--- config.mk ---
export PLATFORM = sky130hd
export DESIGN_NAME = uart_alu_interface
export DESIGN_NICKNAME = d
export VERILOG_FILES = /design/src/rtl/uart_alu_interface.sv
export SDC_FILE = /design/constraint.sdc
export NUM_CORES = 1
export LEC_CHECK = 0
export CAP_MARGIN = 0
export CORE_ASPECT_RATIO = 0.6
export CORE_UTILIZATION = 40
export CTS_CLUSTER_DIAMETER = 60
export DETAILED_ROUTE_END_ITERATION = 6
export HOLD_SLACK_MARGIN = 0.03
export PLACE_DENSITY_LB_ADDON = 0.25
export SKIP_LAST_GASP = 1
export SYNTH_ARGS = -nofsm -noshare
export SYNTH_HDL_FRONTEND = slang
export SYNTH_SLANG_ARGS = --single-unit
--- constraint.sdc ---
create_clock -name CLK -period 3.46 [get_ports CLK]
set_input_delay 0.865 -clock CLK [delete_from_list [all_inputs] [get_ports CLK]]
set_output_delay 0.865 -clock CLK [all_outputs]
set_load 0.01 [all_outputs]
--- src/rtl/uart_alu_interface.sv ---
// uart_alu_interface
// Byte-level calculator between a UART receiver and a UART transmitter.
// It collects three received bytes (operand A, operand B, opcode), computes
// the result with an internal ALU and hands the result byte to the
// transmitter through a start/done handshake.
//
// Ports:
//   CLK      in  1      - clock, all state updates on posedge
//   RESET    in  1      - synchronous active-high reset
//   RX_DONE  in  1      - one-cycle pulse from the receiver, DIN valid
//   DIN      in  N_BIT  - received byte
//   TX_DONE  in  1      - one-cycle pulse from the transmitter (stop bit done)
//   TX_START out 1      - one-cycle request to the transmitter
//   TX_DIN   out N_BIT  - registered result byte, stable until TX_DONE
//   ERR      out 1      - one-cycle pulse on an invalid opcode
//   STATE    out 3      - current FSM state (debug / LEDs)
module uart_alu_interface #(
  parameter int N_BIT = 8,
  parameter int N_OP  = 6
) (
  input  logic             CLK,
  input  logic             RESET,
  input  logic             RX_DONE,
  input  logic [N_BIT-1:0] DIN,
  input  logic             TX_DONE,
  output logic             TX_START,
  output logic [N_BIT-1:0] TX_DIN,
  output logic             ERR,
  output logic [2:0]       STATE
);

  typedef enum logic [2:0] {
    WAIT_A  = 3'd0,
    WAIT_B  = 3'd1,
    WAIT_OP = 3'd2,
    SEND    = 3'd3,
    WAIT_TX = 3'd4
  } state_t;

  localparam logic [N_OP-1:0] OP_ADD = N_OP'(6'b100000);
  localparam logic [N_OP-1:0] OP_SUB = N_OP'(6'b100010);
  localparam logic [N_OP-1:0] OP_AND = N_OP'(6'b100100);
  localparam logic [N_OP-1:0] OP_OR  = N_OP'(6'b100101);
  localparam logic [N_OP-1:0] OP_XOR = N_OP'(6'b100110);
  localparam logic [N_OP-1:0] OP_NOR = N_OP'(6'b100111);
  localparam logic [N_OP-1:0] OP_SRA = N_OP'(6'b000011);
  localparam logic [N_OP-1:0] OP_SRL = N_OP'(6'b000010);

  state_t             state;
  logic [N_BIT-1:0]   a;
  logic [N_BIT-1:0]   b;
  logic [N_BIT-1:0]   res;
  logic               tx_start;
  logic               err;

  logic [N_OP-1:0]    op;
  logic [N_BIT-1:0]   alu_res;
  logic               op_valid;
  logic               shift_big;

  // Only the low N_OP bits of the opcode byte matter; the rest are ignored.
  assign op = DIN[N_OP-1:0];

  // Shift amounts of N_BIT or more saturate: sign fill for SRA, zero for SRL.
  assign shift_big = (32'(b) >= 32'(N_BIT));

  // ALU and opcode decode, evaluated every cycle against the live DIN byte;
  // the FSM only uses the outcome in WAIT_OP when RX_DONE is high.
  always_comb begin
    alu_res  = '0;
    op_valid = 1'b1;
    case (op)
      OP_ADD:  alu_res = a + b;
      OP_SUB:  alu_res = a - b;
      OP_AND:  alu_res = a & b;
      OP_OR:   alu_res = a | b;
      OP_XOR:  alu_res = a ^ b;
      OP_NOR:  alu_res = ~(a | b);
      OP_SRA:  alu_res = shift_big ? {N_BIT{a[N_BIT-1]}}
                                   : N_BIT'($signed(a) >>> b);
      OP_SRL:  alu_res = shift_big ? '0 : (a >> b);
      default: op_valid = 1'b0;
    endcase
  end

  // Control FSM. TX_START and ERR are registered pulses: they are set on
  // the edge that enters SEND (or rejects the opcode) and cleared by the
  // default assignment on the following edge. Bytes arriving in SEND or
  // WAIT_TX fall through untouched, so they are simply dropped.
  always_ff @(posedge CLK) begin
    if (RESET) begin
      state    <= WAIT_A;
      a        <= '0;
      b        <= '0;
      res      <= '0;
      tx_start <= 1'b0;
      err      <= 1'b0;
    end else begin
      tx_start <= 1'b0;
      err      <= 1'b0;
      case (state)
        WAIT_A: begin
          if (RX_DONE) begin
            a     <= DIN;
            state <= WAIT_B;
          end
        end
        WAIT_B: begin
          if (RX_DONE) begin
            b     <= DIN;
            state <= WAIT_OP;
          end
        end
        WAIT_OP: begin
          if (RX_DONE) begin
            if (op_valid) begin
              res      <= alu_res;
              tx_start <= 1'b1;
              state    <= SEND;
            end else begin
              err      <= 1'b1;
              state    <= WAIT_A;
            end
          end
        end
        SEND: begin
          state <= WAIT_TX;
        end
        WAIT_TX: begin
          if (TX_DONE) begin
            state <= WAIT_A;
          end
        end
        default: begin
          state <= WAIT_A;
        end
      endcase
    end
  end

  assign TX_START = tx_start;
  assign TX_DIN   = res;
  assign ERR      = err;
  assign STATE    = state;

endmodule

==> out/qor.yml, run 1 <==
status: "completed"
layout.area.seq_um2: 581
netlist_area_um2: 2660
synthArstFlopShare_pct: 0
drt-total-wl_mm: 8.01
yosys.area.top_type_share_pct: 21.8
place_ws_ps: -276
p_comb_share_pct: 39.6
die-area_um2: 7000
cts_tree: "done"
hold_path_depth: 2
synthFlopType: "dfxtp_1"
die_h_um: 65.2
dpl.hpwl_mm: 6.26
htree_levels: 2
fillCellCount: 612
tightest_slew_ps: 619
finalSetupTns_ps: 0
via_per_inst: 5.72
syn_area_per_cell_um2: 7.74
path_clk_slew_ps: 60
hold_path_class: "register to register"
root_buffer: "clkbuf_8"
period_share_pct: 96.8
clkPwrFrac_pct: 25.7
crit_start: "DIN[1]"
rsz0062_at_grt: "false"
path_max_fanout: 2
drv_cap: 0
drive_above_1_share_pct: 12.8
worstPathArrival_ps: 3540
numCtsBuffers: 5
syn_to_final_growth_pct: 20.0
grtUsageTotal_pct: 24.4
io_buffers: 24
route.detailed.drc: 0
p_sw_uw: 401
p_seq_share_pct: 34.7
power_uw: 1110
multi_input_area_um2: 1930
fin_nets: 413
grt_start_max_net_pins: 25
r2r_setup_slack_ps: 560
r2r_cells: 10
p_per_area_nw_per_um2: 347
dr.pass1.iters: 5
synth_commonest_cells: "35 x nand2_1, 34 x nor2_1, 29 x dfxtp_1"
clock_latency_ps: 280
period_minus_slack_ps: 3350
core-area_um2: 6280
finalWorstSetupSlack_ps: 111
reg2reg_to: "TX_DIN[6]$_SDFFE_PP0P_"
clock_path_buffers: 2
grt_first_pass_wirelength_mm: 12.9
synth_cell_type_count: 61
ys_warn_count: 0
synth_nets: 381
postRouteAntennaNets: 0
internal-power_uw: 707
worstPathRequired_ps: 3650
wl_per_cell_um: 17.4
setup_viol: 0
synth.most_common_cell: "nand2_1"
switching_share_pct: 36.2
diodes: 0
drt_iter0_drc: 349
total_leakage_power_uw: 0.00124
syn_inst: 344
synth_edf_count: 0
criticalPathCategory: "primary input to register"
rows: 22
seq_area_frac_synth_pct: 21.8
ys_ff_latch: 29
pin_count: 25
timing.rr.start: "b[0]$_SDFFE_PP0P_"
initial_core_util_pct: 42.4
hold_viol: 0
vias: 2631
cp-endpoint: "TX_DIN[6]$_SDFFE_PP0P_"
relSlewSlack_pct: 58.4
fin_skew_ps: 6.30
cts_hold_buf: 0
first_global_vias: 2392
gp_congestion: 1.02
slew_viol_final: 0
ir_drop_mv: 0.215
grt-ovfl-total: 0
cp-start-kind: "primary input"
synth_area_leaders: "dfxtp_1 22%, ha_1 11%, mux2i_1 6.4%"
fmax_mhz: 299
clock-sinks: 29
synth.largest_area_cell: "dfxtp_1"
antenna_found_initial: 0
end_kind: "register"
die_x_um: 107
## logic make-up (layout without fill, tap and decap cells)
logic type,after synthesis,count (layout),share of synthesized area [%]
AND/OR/NAND/NOR,120,120,22.7
AO/OA/AOI/OAI,81,81,19.3
buffers and inverters,43,75,6.48
flip-flops,29,29,21.8
multiplexers,27,27,11.5
adder cells (fa/ha/maj),25,25,12.0
XOR/XNOR,19,19,6.25
## timing repair
item,CTS,global route
buffers inserted,0,1
gates resized for setup,0,5
endpoints found under the hold margin,0,0
endpoints found under the setup margin,0,4
## flip-flops by register name, indices dropped and copies added, names as in the netlist
register  flops
b             8
a             8
ERR           1
TX_START      1
TX_DIN        8
STATE         3
## per-stage QoR
stage | utilization (%) | cells | hold slack, ps | cell area, um^2
global placement | 49.1 | 452 | 472 | 3080
global route | 50.9 | 460 | 529 | 3190
CTS | 50.5 | 459 | 493 | 3170
finish | 50.9 | 460 | 494 | 3190
floorplan | - | 344 | 454 | 2660
detailed placement | 49.1 | 452 | 484 | 3080
## layer usage
layer | up-vias | routed length (um) | share of wire [%] | track usage (%)
li1 | 1286 | - | - | -
met4 | 0 | 82 | 1.0 | 5.31
met3 | 12 | 934 | 12 | 7.14
met1 | 1192 | 4000 | 50 | 37.1
met2 | 141 | 2990 | 37 | 32.7
met5 | - | 0 | 0 | 0
## layout by cell type, fill, tap and decap left out, types with 6 or more instances in the layout
master           netlist  routed
a211oi_1               6       6
a21oi_1               25      25
buf_4                  0      24
clkbuf_8               0       6
clkdlybuf4s50_1        0      24
dfxtp_1               29      29
ha_1                  24      24
inv_1                 16      16
mux2i_1               17      17
nand2_1               35      35
nand3_1                8       8
nor2_1                34      34
nor3_1                 8       7
o21ai_0               12      11
xnor2_1               14      14
## cell type report
| type | count | share of cell area, % |
|---|---|---|
| multi-input combinational | 272 | 60.3 |
| tap | 84 | 3.29 |
| clock buffer | 7 | 2.70 |
| sequential | 29 | 18.2 |
| inverter | 20 | 2.35 |
| timing repair buffer | 48 | 13.2 |
## power by group through the flow
stage	Combinational (uW)	Sequential [uW]	Clock, uW
5_1_grt	482	387	307
3_3_place_gp	413	390	0
6_report	439	385	285
2_1_floorplan	298	374	0
4_1_cts	418	384	289
3_5_place_dp	415	391	0
## worst min-delay path by stage
stage                      startpoint                      to  slack [ps]
2_1_floorplan       a[0]$_SDFFE_PP0P_       a[0]$_SDFFE_PP0P_         450
3_3_place_gp        a[0]$_SDFFE_PP0P_       a[0]$_SDFFE_PP0P_         470
3_5_place_dp        a[0]$_SDFFE_PP0P_       a[0]$_SDFFE_PP0P_         480
4_1_cts             a[0]$_SDFFE_PP0P_       a[0]$_SDFFE_PP0P_         490
5_1_grt        TX_DIN[2]$_SDFFE_PP0P_  TX_DIN[2]$_SDFFE_PP0P_         530
6_report            a[0]$_SDFFE_PP0P_       a[0]$_SDFFE_PP0P_         490
## critical path, cell delays in order
cell,delay (ps)
clkdlybuf4s50_1,520
nor2b_4,180
and3_4,200
mux2_2,360
fa_1,410
nor2b_1,120
o21ai_1,80
a21boi_1,190
o21ai_1,110
a211o_1,300
a311oi_1,200
Power figures use the tool's default switching activity.
==> inputs of run 2 (changes only) <==
--- a/config.mk
+++ b/config.mk
@@ -13,6 +13,7 @@
 export HOLD_SLACK_MARGIN = 0.03
 export PLACE_DENSITY_LB_ADDON = 0.25
 export SKIP_LAST_GASP = 1
+export SLEW_MARGIN = 20
 export SYNTH_ARGS = -nofsm -noshare
 export SYNTH_HDL_FRONTEND = slang
 export SYNTH_SLANG_ARGS = --single-unit
==> results of run 2 <==
The final DEF is identical to that of run 1; final timing and power are the same.
==> inputs of run 3 (changes only) <==
==> constraint.sdc (replaced) <==
create_clock -name CLK -period 3.97 [get_ports CLK]
set_input_delay 0.9925 -clock CLK [delete_from_list [all_inputs] [get_ports CLK]]
set_output_delay 0.9925 -clock CLK [all_outputs]
set_load 0.01 [all_outputs]
==> run 3 against run 2 <==
Net effect:
- non-clock buffer count down 9
- clock skew down 1.4 ps
- sequential share of layout area up 0.50 points
- hold slack worse by 6.7 ps
- first-iteration DRC count down 24%
- sequential power down 13%
- die area unchanged
- combinational power down 18%
- cell area down 2.7%
- utilization down 1.4 points
- clock power down 11%
- global-route usage up 0.28 points
- largest power group unchanged
==> out/qor.yml, run 3 (same netlist as run 1, synthesis figures left out) <==
setup_viol: 0  # unchanged
dpl-instance-area_um2: 3020  # -1.9%
fin_util_pct: 49.5  # -1.4 points
cts_resized: 0  # unchanged
r2r_setup_slack_ps: 1310  # +750 ps
finalSetupTns_ps: 0  # unchanged
fillCellCount: 640  # +4.6%
slew_viol_final: 0  # unchanged
layout.area.seq_um2: 581  # unchanged
clock_latency_ps: 290  # about the same
antenna_found_initial: 0  # unchanged
use_met3_pct: 6.15  # -0.99 points
critical-path-top-delay-family: "compound AO/OA/AOI/OAI gates"
crit_top_cell: "nor2b_1"
syn_to_final_growth_pct: 16.8
hold_viol: 0  # unchanged
instances_no_fill: 451  # -2.0%
worstPathRequired_ps: 4160  # +510 ps
clock-sinks: 29  # unchanged
pin_count: 25  # unchanged
rows: 22  # unchanged
post-cts-setup-buffer-count: 0  # unchanged
dp_cells: 444  # -1.8%
path_buf_inv: 1  # unchanged
drv_cap: 0  # unchanged
via_per_inst: 5.89  # +2.9%
die-area_um2: 7000  # unchanged
path_max_fanout: 2  # unchanged
final_cell_mix: "35 x nand2_1, 34 x nor2_1, 29 x dfxtp_1, 25 x a21oi_1"
timing.rr.start: "b[2]$_SDFFE_PP0P_"
cp_cell_sequence: "clkdlybuf4s50_1 -> nor2b_1 -> and3_1 -> mux2_2 -> fa_1 -> nor2b_1 -> o21ai_1 -> a21boi_1 -> o21ai_0 -> a211o_1 -> a311oi_1"
p_per_area_nw_per_um2: 305  # -12%
drive_above_1_share_pct: 9.81  # -3.0 points
clock_path_buffers: 2  # unchanged
initial_core_util_pct: 42.4  # unchanged
gp_congestion: 0.970  # -4.7%
cp-start-kind: "primary input"
core-area_um2: 6280  # unchanged
gr-usage-met1_pct: 38.0  # +0.87 points
total_leakage_power_uw: 0.00119  # -4.0%
multi_input_area_um2: 1910  # -0.91%
use_met2_pct: 33.1  # +0.32 points
grt_first_pass_wirelength_mm: 13.0  # +0.70%
fmax_mhz: 273
route.detailed.drc: 0  # unchanged
cp-endpoint: "TX_DIN[6]$_SDFFE_PP0P_"
diodes: 0  # unchanged
postRouteAntennaNets: 0  # unchanged
io_buffers: 24  # unchanged
hold_path_class: "register to register"
htree_levels: 2  # unchanged
reg2reg_to: "TX_DIN[7]$_SDFFE_PP0P_"
fin_nets: 404  # -2.2%
wl_per_cell_um: 17.9  # +3.1%
final_area_um2: 3110  # -2.7%
grtUsageTotal_pct: 24.7  # +0.28 points
die_x_um: 107  # unchanged
root_buffer: "clkbuf_8"
vias: 2655  # +0.91%
grt_start_max_net_pins: 25  # unchanged
rsz0062_at_grt: "false"
dr.pass1.iters: 7  # +2
period_share_pct: 92.2
final_common_cell: "nand2_1"
period_minus_slack_ps: 3660
cts_hold_buf: 0  # unchanged
path_clk_slew_ps: 70  # about the same
tightest_slew_ps: 601  # -18.2 ps
fin_skew_ps: 4.93  # -1.37 ps
first_global_vias: 2387  # -0.21%
end_kind: "register"
numCtsBuffers: 5  # unchanged
slowest_stage: "clkdlybuf4s50_1"
crit_start: "DIN[1]"
cts_tree: "done"
place_ws_ps: 59.4  # +336 ps
grt-ovfl-total: 0  # unchanged
drt-total-wl_mm: 8.09  # +1.1%
r2r_cells: 9  # -1
criticalPathCategory: "primary input to register"
die_h_um: 65.2  # unchanged
slowest_delay_ps: 510  # about the same
status: "completed"
top_usage_layer: "met1"
worstSetupPathDepth: 11  # unchanged
worstPathArrival_ps: 3850  # +310 ps
finalWorstSetupSlack_ps: 311  # +200 ps
relSlewSlack_pct: 59.6  # +1.2 points
drt_iter0_drc: 266  # -24%
dpl.hpwl_mm: 6.29  # +0.62%
ir_drop_mv: 0.154  # -28%
## run 3: changes by cell type in the layout (fill, tap and decap cells not counted)
cell,delta
buf_4,-9
and3_1,+1
and3_4,-1
nor2b_1,+1
nor2b_4,-1
nor3_1,+1
nor3_2,-1
o21ai_0,+1
o21ai_1,-1
## run 3: worst min-delay path by stage
| stage | startpoint | endpoint | depth (start not counted) | slack (ps) |
|---|---|---|---|---|
| final | a[0]$_SDFFE_PP0P_ | a[0]$_SDFFE_PP0P_ | 2 | 490 |
| after global routing | a[0]$_SDFFE_PP0P_ | a[0]$_SDFFE_PP0P_ | 2 | 510 |
| after CTS | a[0]$_SDFFE_PP0P_ | a[0]$_SDFFE_PP0P_ | 2 | 490 |
| after detailed placement | a[0]$_SDFFE_PP0P_ | a[0]$_SDFFE_PP0P_ | 2 | 480 |
| after global placement | a[0]$_SDFFE_PP0P_ | a[0]$_SDFFE_PP0P_ | 2 | 470 |
| after floorplan | a[0]$_SDFFE_PP0P_ | a[0]$_SDFFE_PP0P_ | 2 | 450 |
## run 3: per-stage QoR
step	power [uW]	hold slack [ps]
5_1_grt	1000	507
6_report	949	487
3_5_place_dp	689	485
3_3_place_gp	685	470
2_1_floorplan	586	454
4_1_cts	940	494
## run 3: area by class of cell
type                            instances  share of cell area, %
Inverter                               20                   2.41
Sequential cell                        29                   18.7
Clock buffer                            7                   2.78
Multi-Input combinational cell        272                   61.4
Timing Repair Buffer                   39                   11.3
Tap cell                               84                   3.38
## run 3: where the power goes
group,switching [uW],internal [uW],total (uW),leakage [uW]
Clock,118,137,255,0.0000443
Sequential,31.1,304,335,0.000236
Combinational,204,155,359,0.000909
Total,353,597,949,0.00119
## run 3: worst min-delay path, cell delays in order, from the launching register on
cell and delay (ps):
dfxtp_1 330, nand2_1 60, a21oi_1 60
## run 3: layer usage
layer	vias up	part of all wire, %	wire, um
met3	13	10	841
met1	1245	50	4060
met2	129	38	3080
li1	1268	-	-
met5	-	0	0
met4	0	1.4	112
